File: src/rtl/text_writer.sv
// ---------------------------------------------------------------------------
// text_writer
//
// Character-stream front end for the tile screen buffer. Accepts ASCII codes
// over a valid/ready handshake, keeps a text cursor, and drives the buffer
// write port. Printable codes are written at the cursor; LF, CR, BS and FF
// move the cursor, and row-clear / full-screen-clear sweeps are issued as
// multi-cycle write bursts of 0x00. Every output is registered.
//
// Optional feature macro: TEXT_WRITER_TAB_EN
//   defined   : TAB (0x09) jumps to the next multiple of 8, acting as LF when
//               that column falls off the end of the row.
//   undefined : TAB is consumed with no effect.
//
// Ports
//   clk_i      in   pixel clock, the only clock
//   rst_i      in   synchronous active-high reset (restarts the full clear)
//   valid_i    in   char_i holds a character
//   char_i     in   8-bit ASCII code
//   ready_o    out  a character is accepted this cycle if valid_i is high
//   wr_en_o    out  buffer write enable
//   col_w_o    out  buffer write column
//   row_w_o    out  buffer write row
//   din_o      out  buffer write data
//   cur_col_o  out  cursor column (for cursor rendering)
//   cur_row_o  out  cursor row
// ---------------------------------------------------------------------------
module text_writer #(
  parameter int H_TILES        = 175,
  parameter int V_TILES        = 65,
  parameter int NUM_TILES      = H_TILES * V_TILES,
  parameter int ADDR_COL_WIDTH = 8,
  parameter int ADDR_ROW_WIDTH = 7,
  parameter int DATA_WIDTH     = 7
) (
  input  logic                      clk_i,
  input  logic                      rst_i,
  input  logic                      valid_i,
  input  logic [7:0]                char_i,
  output logic                      ready_o,
  output logic                      wr_en_o,
  output logic [ADDR_COL_WIDTH-1:0] col_w_o,
  output logic [ADDR_ROW_WIDTH-1:0] row_w_o,
  output logic [DATA_WIDTH-1:0]     din_o,
  output logic [ADDR_COL_WIDTH-1:0] cur_col_o,
  output logic [ADDR_ROW_WIDTH-1:0] cur_row_o
);

  localparam logic [ADDR_COL_WIDTH-1:0] COL_LAST = ADDR_COL_WIDTH'(H_TILES - 1);
  localparam logic [ADDR_ROW_WIDTH-1:0] ROW_LAST = ADDR_ROW_WIDTH'(V_TILES - 1);
  localparam logic [ADDR_COL_WIDTH-1:0] COL_ONE  = ADDR_COL_WIDTH'(1);
  localparam logic [ADDR_ROW_WIDTH-1:0] ROW_ONE  = ADDR_ROW_WIDTH'(1);

  // Catch a parameter set whose tile count or limits do not fit the address
  // counters; the compare-and-reset arithmetic relies on both.
  if (NUM_TILES != H_TILES * V_TILES ||
      H_TILES > (1 << ADDR_COL_WIDTH) || V_TILES > (1 << ADDR_ROW_WIDTH)) begin : g_param_check
    $error("text_writer: inconsistent tile geometry parameters");
  end

  typedef enum logic [1:0] {
    CLR_ALL = 2'd0,
    IDLE    = 2'd1,
    CLR_ROW = 2'd2
  } state_t;

  state_t                    state_q, state_d;
  logic [ADDR_COL_WIDTH-1:0] cur_col_q, cur_col_d;
  logic [ADDR_ROW_WIDTH-1:0] cur_row_q, cur_row_d;
  logic [ADDR_COL_WIDTH-1:0] sw_col_q, sw_col_d;
  logic [ADDR_ROW_WIDTH-1:0] sw_row_q, sw_row_d;
  logic                      ready_q, ready_d;
  logic                      wr_en_q, wr_en_d;
  logic [ADDR_COL_WIDTH-1:0] col_w_q, col_w_d;
  logic [ADDR_ROW_WIDTH-1:0] row_w_q, row_w_d;
  logic [DATA_WIDTH-1:0]     din_q, din_d;

  logic                      is_printable;
  logic [ADDR_ROW_WIDTH-1:0] row_adv;
  logic                      new_line;

  assign is_printable = (char_i >= 8'h20) && (char_i <= 8'h7E);
  // Row advance wraps at the bottom of the screen; there is no scrolling.
  assign row_adv      = (cur_row_q == ROW_LAST) ? '0 : cur_row_q + ROW_ONE;

`ifdef TEXT_WRITER_TAB_EN
  // One extra bit so a tab stop past the last column is visible to the compare.
  logic [ADDR_COL_WIDTH:0] tab_col;
  assign tab_col = ({1'b0, cur_col_q} | (ADDR_COL_WIDTH+1)'(7)) + (ADDR_COL_WIDTH+1)'(1);
`endif

  // State, cursor, sweep counters and all outputs live in one register bank.
  // Reset parks the machine at the start of a full-screen clear.
  always_ff @(posedge clk_i) begin
    if (rst_i) begin
      state_q   <= CLR_ALL;
      cur_col_q <= '0;
      cur_row_q <= '0;
      sw_col_q  <= '0;
      sw_row_q  <= '0;
      ready_q   <= 1'b0;
      wr_en_q   <= 1'b0;
      col_w_q   <= '0;
      row_w_q   <= '0;
      din_q     <= '0;
    end else begin
      state_q   <= state_d;
      cur_col_q <= cur_col_d;
      cur_row_q <= cur_row_d;
      sw_col_q  <= sw_col_d;
      sw_row_q  <= sw_row_d;
      ready_q   <= ready_d;
      wr_en_q   <= wr_en_d;
      col_w_q   <= col_w_d;
      row_w_q   <= row_w_d;
      din_q     <= din_d;
    end
  end

  // Next-state and next-output logic. Sweeps emit one 0x00 write per cycle;
  // in IDLE an accepted character is decoded into at most one write plus a
  // cursor update, and row advances hand over to a row-clear sweep.
  always_comb begin
    state_d   = state_q;
    cur_col_d = cur_col_q;
    cur_row_d = cur_row_q;
    sw_col_d  = sw_col_q;
    sw_row_d  = sw_row_q;
    wr_en_d   = 1'b0;
    col_w_d   = '0;
    row_w_d   = '0;
    din_d     = '0;
    new_line  = 1'b0;

    case (state_q)
      CLR_ALL: begin
        wr_en_d = 1'b1;
        col_w_d = sw_col_q;
        row_w_d = sw_row_q;
        if (sw_col_q == COL_LAST) begin
          sw_col_d = '0;
          if (sw_row_q == ROW_LAST) begin
            sw_row_d = '0;
            state_d  = IDLE;
          end else begin
            sw_row_d = sw_row_q + ROW_ONE;
          end
        end else begin
          sw_col_d = sw_col_q + COL_ONE;
        end
      end

      CLR_ROW: begin
        wr_en_d = 1'b1;
        col_w_d = sw_col_q;
        row_w_d = cur_row_q;
        if (sw_col_q == COL_LAST) begin
          sw_col_d = '0;
          state_d  = IDLE;
        end else begin
          sw_col_d = sw_col_q + COL_ONE;
        end
      end

      IDLE: begin
        if (valid_i && ready_q) begin
          if (is_printable) begin
            wr_en_d = 1'b1;
            col_w_d = cur_col_q;
            row_w_d = cur_row_q;
            din_d   = DATA_WIDTH'(char_i[6:0]);
            if (cur_col_q == COL_LAST) begin
              new_line = 1'b1;
            end else begin
              cur_col_d = cur_col_q + COL_ONE;
            end
          end else if (char_i == 8'h0A) begin
            new_line = 1'b1;
          end else if (char_i == 8'h0D) begin
            cur_col_d = '0;
          end else if (char_i == 8'h08) begin
            // Backspace erases in place and never crosses to the previous row.
            if (cur_col_q != '0) begin
              cur_col_d = cur_col_q - COL_ONE;
              wr_en_d   = 1'b1;
              col_w_d   = cur_col_q - COL_ONE;
              row_w_d   = cur_row_q;
            end
          end else if (char_i == 8'h0C) begin
            cur_col_d = '0;
            cur_row_d = '0;
            sw_col_d  = '0;
            sw_row_d  = '0;
            state_d   = CLR_ALL;
`ifdef TEXT_WRITER_TAB_EN
          end else if (char_i == 8'h09) begin
            if (tab_col >= (ADDR_COL_WIDTH+1)'(H_TILES)) begin
              new_line = 1'b1;
            end else begin
              cur_col_d = tab_col[ADDR_COL_WIDTH-1:0];
            end
`endif
          end

          // Every row advance lands on column 0 and clears the new row.
          if (new_line) begin
            cur_col_d = '0;
            cur_row_d = row_adv;
            sw_col_d  = '0;
            state_d   = CLR_ROW;
          end
        end
      end

      default: begin
        state_d  = CLR_ALL;
        sw_col_d = '0;
        sw_row_d = '0;
      end
    endcase

    ready_d = (state_d == IDLE);
  end

  assign ready_o   = ready_q;
  assign wr_en_o   = wr_en_q;
  assign col_w_o   = col_w_q;
  assign row_w_o   = row_w_q;
  assign din_o     = din_q;
  assign cur_col_o = cur_col_q;
  assign cur_row_o = cur_row_q;

endmodule

File: config.mk
export PLATFORM = sky130hd
export DESIGN_NAME = text_writer
export DESIGN_NICKNAME = d
export VERILOG_FILES = /design/src/rtl/text_writer.sv
export SDC_FILE = /design/constraint.sdc
export NUM_CORES = 1
export LEC_CHECK = 0
export BUFFER_PORTS_ARGS = -buffer_cell sky130_fd_sc_hd__buf_2
export CORE_MARGIN = 4
export CORE_UTILIZATION = 30
export DETAILED_ROUTE_END_ITERATION = 12
export GPL_TIMING_DRIVEN = 1
export PLACE_DENSITY_LB_ADDON = 0.25
export SLEW_MARGIN = 20
export SYNTH_ARGS = -nofsm -noshare
export SYNTH_HDL_FRONTEND = slang
export SYNTH_SLANG_ARGS = --single-unit
File: constraint.sdc
create_clock -name clk_i -period 2.1 [get_ports clk_i]
set_clock_uncertainty 0.1 [all_clocks]
set_input_delay 0.42 -clock clk_i [delete_from_list [all_inputs] [get_ports clk_i]]
set_output_delay 0.42 -clock clk_i [all_outputs]
set_load 0.05 [all_outputs]
**After elaboration in Yosys (flattened, before gate mapping)**

Cells that the tools add are included.

- Register bits after elaboration: 56
- Input port bits: 11
- Output and inout port bits: 39
- Logic and storage cells: 127

- Add/subtract/negate cells: 5
- $lt $le $gt $ge: 2
- Eq/ne operators: 30
- Multiplexer cells: 64
- Bitwise logic cells: 4
- Reduce and logical (&&, ||, !) cells: 12

Operator list:

| cell | count |
|---|---|
| 2-to-1 mux 8 bit | 21 |
| 2-to-1 mux 7 bit | 16 |
| case mux 7 bit (3 select lines) | 2 |
| == test 8 x 4 -> 1 bit (second input constant) | 4 |
| case mux 8 bit (2 select lines) | 2 |
| 2-to-1 mux 2 bit | 10 |
| adder 8 x 1 -> 8 bit (second input constant) | 2 |
| == test 8 bit (second input constant) | 2 |
| != test 3 bit (second input constant) | 5 |
| adder 7 x 1 -> 7 bit (second input constant) | 2 |
| == test 7 bit (second input constant) | 2 |
| != test 2 bit (second input constant) | 7 |
| AND reduction 6 bit | 2 |
| 2-to-1 mux 1 bit | 11 |
| >= comparator 8 x 6 -> 1 bit (second input constant) | 1 |
| <= comparator 8 x 7 -> 1 bit (second input constant) | 1 |
| != test 2 x 1 -> 1 bit (second input constant) | 4 |
| AND reduction 8 bit | 1 |
| nonzero test 8 bit | 1 |
| subtractor 8 x 1 -> 8 bit (second input constant) | 1 |
| AND reduction 7 bit | 1 |
| != test 3 x 2 -> 1 bit (second input constant) | 2 |
| case mux 2 bit (3 select lines) | 1 |
| != test 5 x 3 -> 1 bit (second input constant) | 1 |
| other kinds (10) | 15 |

**Logic depth before layout (Yosys ltp)**

Gate-level depths: netlist of the first run.

- Depth after elaboration: 10
- Depth in mapped cells: 9
- Mapped depth without buffers: 8

**Least setup slack after synthesis of the first run**

OpenSTA, ideal clock, no wires.

- Path kind: register to register
- Start point: register cur_col_q[0], in the netlist cur_col_o[0]
- End point: register cur_col_q[4], in the netlist cur_col_o[4]
- Setup time: 0.070 ns
- Arrival time: 2.286 ns
- Required time: 1.930 ns
- Setup slack: -0.357 ns
- Stages on the path, launching flop included: 9
- Cell sequence: dfxtp_1 > clkbuf_1 > inv_1 > ha_1 > nand3_1 > a32oi_1 > a31o_4 > or4_1 > a21oi_1

- Cells in the longest elaborated chain, start to end: 7
- Elaborated cells on any way between the ends: 20

RTL lines:

| item | RTL line | source |
|---|---|---|
| start, declared | 68 | `logic [ADDR_COL_WIDTH-1:0] cur_col_q, cur_col_d;` |
| start signal, assigned | 108 | `cur_col_q <= cur_col_d;` |
| subtractor 8 x 1 -> 8 bit / == test 8 bit (equally long branches) | 184, 172 |  |
| 2-to-1 mux 8 bit / 2-to-1 mux 1 bit (equally long branches) | 183, 172 |  |
| 2-to-1 mux 8 bit / 2-to-1 mux 1 bit (equally long branches) | 181, 167 |  |
| 2-to-1 mux 8 bit / 2-to-1 mux 1 bit (equally long branches) | 179, 166 |  |
| 2-to-1 mux 8 bit / 2-to-1 mux 1 bit (equally long branches) | 177, 135 |  |
| 2-to-1 mux 8 bit (tied with other cells) | 167 | `if (is_printable) begin` |
| 2-to-1 mux 8 bit / AND reduction 6 bit (equally long branches) | n/a |  |

Parallel ways exist; a longest one is shown, timed or not. The select of a mux whose other input is x is not followed.
A chain may end at the register's enable or synchronous reset.

**Worst setup path in the final report of the first run**

- Start point: register cur_col_q[4], in the netlist cur_col_o[4]
- End point: register sw_col_q[4]

- Cells in the longest elaborated chain, start to end: 8
- Elaborated cells on any way between the ends: 14

RTL lines:

| item | RTL line | source |
|---|---|---|
| == test 8 bit * | 172 | `if (cur_col_q == COL_LAST) begin` |
| 2-to-1 mux 1 bit * | 172 |  |
| 2-to-1 mux 1 bit * | 167 |  |
| 2-to-1 mux 1 bit * | 166 | `if (valid_i && ready_q) begin` |
| 2-to-1 mux 1 bit * | 135 | `case (state_q)` |
| 2-to-1 mux 8 bit | 206 | `if (new_line) begin` |
| 2-to-1 mux 8 bit | 166 |  |
| case mux 8 bit (2 select lines) | 135 |  |
| end signal, assigned | 110 | `sw_col_q <= sw_col_d;` |
| end, declared | 70 | `logic [ADDR_COL_WIDTH-1:0] sw_col_q, sw_col_d;` |

Mark *: on every way between the ends. The rest lies on a longest branch, timed or not. The select of a mux whose other input is x is not followed.

==> summary.txt, run 1 <==
Status
  – Status: finished clean

Worst hold path
  – Worst hold path class: in -> reg
  – Hold_sp: char_i[5]

Yosys
  – Commonest register cell after synthesis: dfxtp_1
  – Synth warn: 0
  – Post-Syn Area per Cell: 8.08 um^2
  – Seq/Total Area, Yosys: 38.1%
  – Seq cells post-synth: 56
  – Top-area cell type share of the netlist area: 38.1%
  – Synth area leaders: dfxtp_1 (38%), nor2_1 (6.5%), ha_1 (4.3%), nand3_1 (4.3%), a21oi_1 (3.9%)
  – Yosys top cell by area: dfxtp_1
  – Syn Nets: 385
  – Post-synth cell types: 55
  – Post-synth ARST share: 0%
  – Post-synth EDFFs: 0
  – Syn Std Cell Area: 2940 um^2
  – Post-Synthesis Cells: 364

Global route
  – Initial antenna violation count: 0
  – First-pass GRT wire length: 14,100 um
  – Global route total overflow: 0
  – Largest net degree at the start of global routing: 33
  – GRT Overall Usage: 15.2%
  – Vias in the first global route: 2,924

Power and ir drop
  – Sequential Power Share: 56.8%
  – Net load switching power: 0.000509 W
  – Sw Share: 26.8%
  – Worst vdd ir: 299 uV
  – Pwr/cell area: 488 nW/um^2
  – Internal power: 0.00139 W
  – Combinational power share: 8.6%
  – Leakage power: 1.70 nW
  – Clock power share: 34.6%

Clock network
  – Skew-Pair Late Insertion Delay: 0.32 ns
  – H-tree levels: 2
  – TritonCTS clock tree: done
  – CTS Buf Count: 5
  – Longest Clk Path Bufs: 2
  – Root buf cell: clkbuf_8
  – CTS clk-pin slew, worst paths: 0.11 ns
  – Num Clock Sinks: 56

Timing
  – Final Cycle Share: 95.9%
  – Final setup vio count: 0
  – Max Clk Rate: 0.497 GHz
  – Max-slew headroom: 70.3%
  – Fin. Hold Viols: 0
  – Max-slew violation count: 0
  – Final min period: 2.01 ns
  – RSZ-0062 raised after global routing: false
  – Actual slew at the worst max-slew pin: 0.443 ns
  – Hold WS: 0.278 ns

Run
  – Max_cap viols: 0

Critical path
  – CP startpoint: cur_col_o[4]$_SDFFE_PP0P_
  – Critical Path End Type: flip-flop
  – Slowest CP cell: nor4_1
  – Crit start category: flip-flop
  – Crit-path max FO: 3
  – WP data required: 2.20 ns
  – RR Startpoint: cur_col_o[4]$_SDFFE_PP0P_
  – Critical path arrival: 2.11 ns
  – Worst path buffer plus inverter count: 0
  – CP Class: reg -> reg
  – Cells along the critical path: nor3b_2, nand4_1, a21o_1, a2111oi_2, a311oi_1, nor4_1
  – CP top delay family: simple AND/OR/NAND/NOR gates
  – Worst path max stage delay: 0.39 ns

Placed design
  – Placed Cells: 582
  – GPL Wtd Cong: 0.875
  – DPL Wire Length: 6420 um
  – Port Buffers: 49

Floorplan
  – Total die area: 11,500 um^2
  – I/O Pins: 50
  – Placeable Area: 9420 um^2
  – FP Rows: 35
  – Initial core utilization: 31.3%
  – Chip Height: 107 um
  – Die width: 107 um

Detailed routing
  – Final WL: 8440 um
  – Avg WL per Cell: 14.3 um
  – Via/cell ratio: 5.18
  – DR pass1 iterations: 4
  – Vias after detailed routing: 3,054
  – Antenna-violating nets left: 0
  – Initial DRC Count: 150
  – DRC: 0

Cells and area
  – Share of cells above drive strength 1: 31.2%
  – Finished Layout Cells: 590
  – Nets: 481
  – Area growth syn-to-layout: 32.3%
  – Final core occ: 41.4%
  – N_diodes: 0
-- power groups by stage --
stage	Combinational (W)	Sequential (W)	Clock, W
after floorplan	0.0000753	0.00112	0
final	0.000163	0.00108	0.000657
after global routing	0.000179	0.00108	0.000724
after global placement	0.000158	0.00110	0
after CTS	0.000160	0.00108	0.000685
after detailed placement	0.000159	0.00110	0
-- worst register-to-register path: stages (launching register included) --
cell and delay, ns:
dfxtp_2 0.36, nor3b_2 0.22, nand4_1 0.20, a21o_1 0.24
a2111oi_2 0.29, a311oi_1 0.10, nor4_1 0.39
-- metal layers --
| layer | global-route usage [%] | vias to the layer above | wire [um] |
|---|---|---|---|
| met1 | 21.0 | 1455 | 4070 |
| li1 | - | 1520 | - |
| met3 | 2.53 | 11 | 376 |
| met5 | 0 | - | 0 |
| met2 | 23.8 | 68 | 3860 |
| met4 | 5.30 | 0 | 136 |
-- cell usage in the layout, fill, tap and decap left out, types with 6 or more instances in the layout --
| cell | synthesis | final |
|---|---|---|
| buf_4 | 0 | 59 |
| nor2_1 | 51 | 51 |
| buf_2 | 3 | 49 |
| dfxtp_1 | 56 | 48 |
| nand2_1 | 30 | 30 |
| nand3_1 | 25 | 24 |
| a21oi_1 | 23 | 23 |
| inv_1 | 14 | 14 |
| a22oi_1 | 14 | 14 |
| ha_1 | 10 | 10 |
| and2_1 | 9 | 9 |
| nand4_1 | 9 | 9 |
| xor2_1 | 9 | 9 |
| dfxtp_2 | 0 | 8 |
| o21ai_0 | 8 | 7 |
| a311oi_1 | 7 | 7 |
| xnor2_1 | 7 | 7 |
| or3_1 | 6 | 6 |
-- cell usage after synthesis, types with 2 or more instances --
| master | number |
|---|---|
| dfxtp_1 | 56 |
| nor2_1 | 51 |
| nand2_1 | 30 |
| nand3_1 | 25 |
| a21oi_1 | 23 |
| clkbuf_1 | 16 |
| a22oi_1 | 14 |
| inv_1 | 14 |
| ha_1 | 10 |
| and2_1 | 9 |
| nand4_1 | 9 |
| xor2_1 | 9 |
| nor3_1 | 8 |
| o21ai_0 | 8 |
| a311oi_1 | 7 |
| xnor2_1 | 7 |
| a31oi_1 | 6 |
| or3_1 | 6 |
| and3_1 | 5 |
| nor4_1 | 5 |
| buf_2 | 3 |
| or2_2 | 3 |
| a2111o_1 | 2 |
| a21o_1 | 2 |
| a222oi_1 | 2 |
| a31o_2 | 2 |
| a32oi_1 | 2 |
| and4_1 | 2 |
| nor3b_1 | 2 |
-- cell type report --
type                       instances  area [um^2]
multi-input combinational        275         1760
inverter                          14         52.6
clock inverter                     3         28.8
tap                              129          161
clock buffer                       5         68.8
sequential                        56         1130
timing repair buffer             108          688
fill                             996         5520
-- logic make-up (layout without fill, tap and decap cells) --
| logic type | after synthesis | after routing | share of synthesized area, % |
|---|---|---|---|
| flip-flops | 56 | 56 | 38.1 |
| multiplexers | 1 | 1 | 0.340 |
| buffers and inverters | 33 | 130 | 4.34 |
| AND/OR/NAND/NOR | 165 | 165 | 28.2 |
| adder cells (fa/ha/maj) | 10 | 10 | 4.25 |
| XOR/XNOR | 16 | 16 | 4.76 |
| AO/OA/AOI/OAI | 83 | 83 | 20.0 |
-- metrics by stage --
stage	instance area, um^2	setup WS [ns]	power [W]	TNS [ns]
2_1_floorplan	2990	-0.0709	0.00119	-0.0928
3_3_place_gp	3750	-0.281	0.00126	-6.16
3_5_place_dp	3750	-0.300	0.00126	-7.91
4_1_cts	3840	0.0226	0.00192	0
5_1_grt	3890	0.00102	0.00198	0
6_report	3890	0.0864	0.00190	0
-- what timing repair did --
item,in CTS,in global routing
endpoints found under the setup margin,0,25
resized for setup,0,10
buffers inserted,0,0
endpoints found under the hold margin,0,0
hold buffers,0,0
-- final timing paths --
| check | end | slack (ns) | cells after the start |
|---|---|---|---|
| worst max-delay path | sw_col_q[4]$_SDFFE_PP0P_ | 0.09 | 6 |
| worst min-delay path | din_o[5]$_SDFF_PP0_ | 0.28 | 2 |
| worst max register to register | sw_col_q[4]$_SDFFE_PP0P_ | 0.09 | 6 |
| worst min register to register | cur_col_o[1]$_SDFFE_PP0P_ | 0.40 | 2 |
-- sequential cells by signal (all words and copies together) (netlist names) --
| name | cells |
|---|---|
| col_w_o | 8 |
| cur_col_o | 8 |
| cur_row_o | 7 |
| din_o | 7 |
| ready_o | 1 |
| row_w_o | 7 |
| state_q | 2 |
| sw_col_q | 8 |
| sw_row_q | 7 |
| wr_en_o | 1 |
(Power assumes the default switching activity.)
==> run 2: changes to the inputs <==
PLACE_DENSITY = 0.52   (was default)
PLACE_DENSITY_LB_ADDON = default   (was 0.25)
==> run 2 against run 1 <==
- critical path depth rose by 1
- non-clock buffer count up 2
- sequential share of layout area rose by 0.056 points
- first-iteration DRC count down 26%
- count of clock-buffer cells in the layout unchanged
- core utilization is 0.080 points lower
- die area did not move
- largest power group unchanged
- highest routed layer unchanged
==> summary.txt, run 2 (synthesis results as in run 1) <==
Status
  – Status: finished clean

Power and ir drop
  – Worst vdd ir: 253 uV
  – Leakage power: 1.70 nW
  – Pwr/cell area: 492 nW/um^2

Floorplan
  – I/O Pins: 50
  – Total die area: 11,500 um^2
  – Die width: 107 um
  – Placeable Area: 9420 um^2
  – Chip Height: 107 um
  – FP Rows: 35
  – Initial core utilization: 31.3%

Detailed routing
  – Avg WL per Cell: 14.6 um
  – DR pass1 iterations: 4
  – DRC: 0
  – Final WL: 8640 um
  – Antenna-violating nets left: 0
  – Initial DRC Count: 111
  – Via/cell ratio: 5.04
  – Vias after detailed routing: 2,981

Critical path
  – Cells along the critical path: nor4_2, nand3_1, a32oi_1, a31o_4, buf_4, nor4_1, a31o_2
  – CP top delay family: compound AO/OA/AOI/OAI gates
  – Worst path buffer plus inverter count: 1
  – Critical Path End Type: flip-flop
  – Crit-path max FO: 12
  – CP Class: reg -> reg
  – Critical path arrival: 2.13 ns
  – RR Startpoint: cur_col_o[3]$_SDFFE_PP0P_
  – Crit start category: flip-flop
  – Slowest CP cell: dfxtp_2
  – Worst path max stage delay: 0.38 ns
  – WP data required: 2.22 ns
  – CP startpoint: cur_col_o[3]$_SDFFE_PP0P_

Timing
  – RSZ-0062 raised after global routing: true
  – Max-slew headroom: 55.4%
  – Actual slew at the worst max-slew pin: 0.663 ns
  – Final setup vio count: 0
  – Fin. Hold Viols: 0
  – Final Cycle Share: 95.9%
  – Max Clk Rate: 0.497 GHz
  – Final min period: 2.01 ns
  – Post-route worst setup slack: 0.0865 ns
  – Setup TNS: 0 ns
  – Max-slew violation count: 0

Clock network
  – Longest Clk Path Bufs: 2
  – Num Clock Sinks: 56
  – H-tree levels: 2
  – Root buf cell: clkbuf_8
  – Post-CTS setup buffer count: 0
  – Skew-Pair Late Insertion Delay: 0.33 ns
  – CTS clk-pin slew, worst paths: 0.12 ns
  – CTS Buf Count: 5
  – TritonCTS clock tree: done

Cells and area
  – Nets: 483
  – N_diodes: 0
  – Area growth syn-to-layout: 32.1%
  – Highest-count cells in the layout ignoring fill and taps: buf_4 (61), nor2_1 (51), buf_2 (49), dfxtp_1 (48), nand2_1 (30)
  – Most common cell after layout, fill and taps aside: buf_4
  – Share of cells above drive strength 1: 30.7%
  – Fin area: 3890 um^2

Placed design
  – DPL Wire Length: 6410 um
  – Placed Instance Area: 3760 um^2
  – GPL Wtd Cong: 0.823
  – Post-Place Setup Slack: -0.240 ns
  – Port Buffers: 49

Global route
  – Vias in the first global route: 2,891
  – GRT Overall Usage: 15.3%
  – Largest net degree at the start of global routing: 21
  – Global route total overflow: 0
  – Initial antenna violation count: 0
  – First-pass GRT wire length: 14,300 um

Run
  – Max_cap viols: 0

Worst hold path
  – Hold_sp: char_i[1]
  – Worst hold path class: in -> reg
## run 2: cell count changes in the layout (fill, tap and decap cells not counted), sizes merged
cell,previous run,this run
buf,108,110
## run 2: path summary, 6_finish.rpt
| path | endpoint | slack [ns] | cells past startpoint |
|---|---|---|---|
| worst max-delay path | cur_col_o[0]$_SDFFE_PP0P_ | 0.09 | 7 |
| worst min-delay path | din_o[1]$_SDFF_PP0_ | 0.26 | 2 |
| worst max register to register | cur_col_o[0]$_SDFFE_PP0P_ | 0.09 | 7 |
| worst min register to register | cur_col_o[1]$_SDFFE_PP0P_ | 0.39 | 2 |
## run 2: metrics by stage
step	hold WS (ns)	utilization (%)	cells	power (W)
6_report	0.264	41.3	592	0.00191
5_1_grt	0.264	41.3	592	0.00200
4_1_cts	0.233	41.0	592	0.00193
3_5_place_dp	0.381	39.9	584	0.00127
3_3_place_gp	0.380	39.9	584	0.00127
2_1_floorplan	0.372	-	364	0.00119
## run 2: cell type report
cell class / count / area [um^2]
repair buffers: 110 / 703
flip-flops and latches: 56 / 1130
fillers: 985 / 5530
clock buffers: 5 / 68.8
clock inverters: 3 / 28.8
inverters: 14 / 52.6
multi-input cells: 275 / 1740
well taps: 129 / 161
## run 2: power breakdown
part | switching (W) | internal, W | total [W] | leakage (nW)
sequential | 0.00000752 | 0.00107 | 0.00108 | 0.456
clock | 0.000412 | 0.000253 | 0.000665 | 0.0511
combinational | 0.0000982 | 0.0000707 | 0.000169 | 1.19
total | 0.000518 | 0.00139 | 0.00191 | 1.70
## run 2: per-layer routing
| layer | vias up | track usage (%) | wire length (um) |
|---|---|---|---|
| li1 | 1514 | - | - |
| met1 | 1383 | 20.6 | 4090 |
| met2 | 76 | 25.4 | 4020 |
| met3 | 8 | 2.23 | 423 |
| met4 | 0 | 4.02 | 106 |
| met5 | - | 0 | 0 |
## run 2: worst register-to-register path: stages (launching register included)
cell and delay, ns:
dfxtp_2 0.38, nor4_2 0.33, nand3_1 0.20, a32oi_1 0.25
a31o_4 0.27, buf_4 0.15, nor4_1 0.05, a31o_2 0.21
## run 2: what timing repair did
action,CTS,global route
gates resized for setup,0,6
hold buffers,0,0
endpoints found under the setup margin,0,9
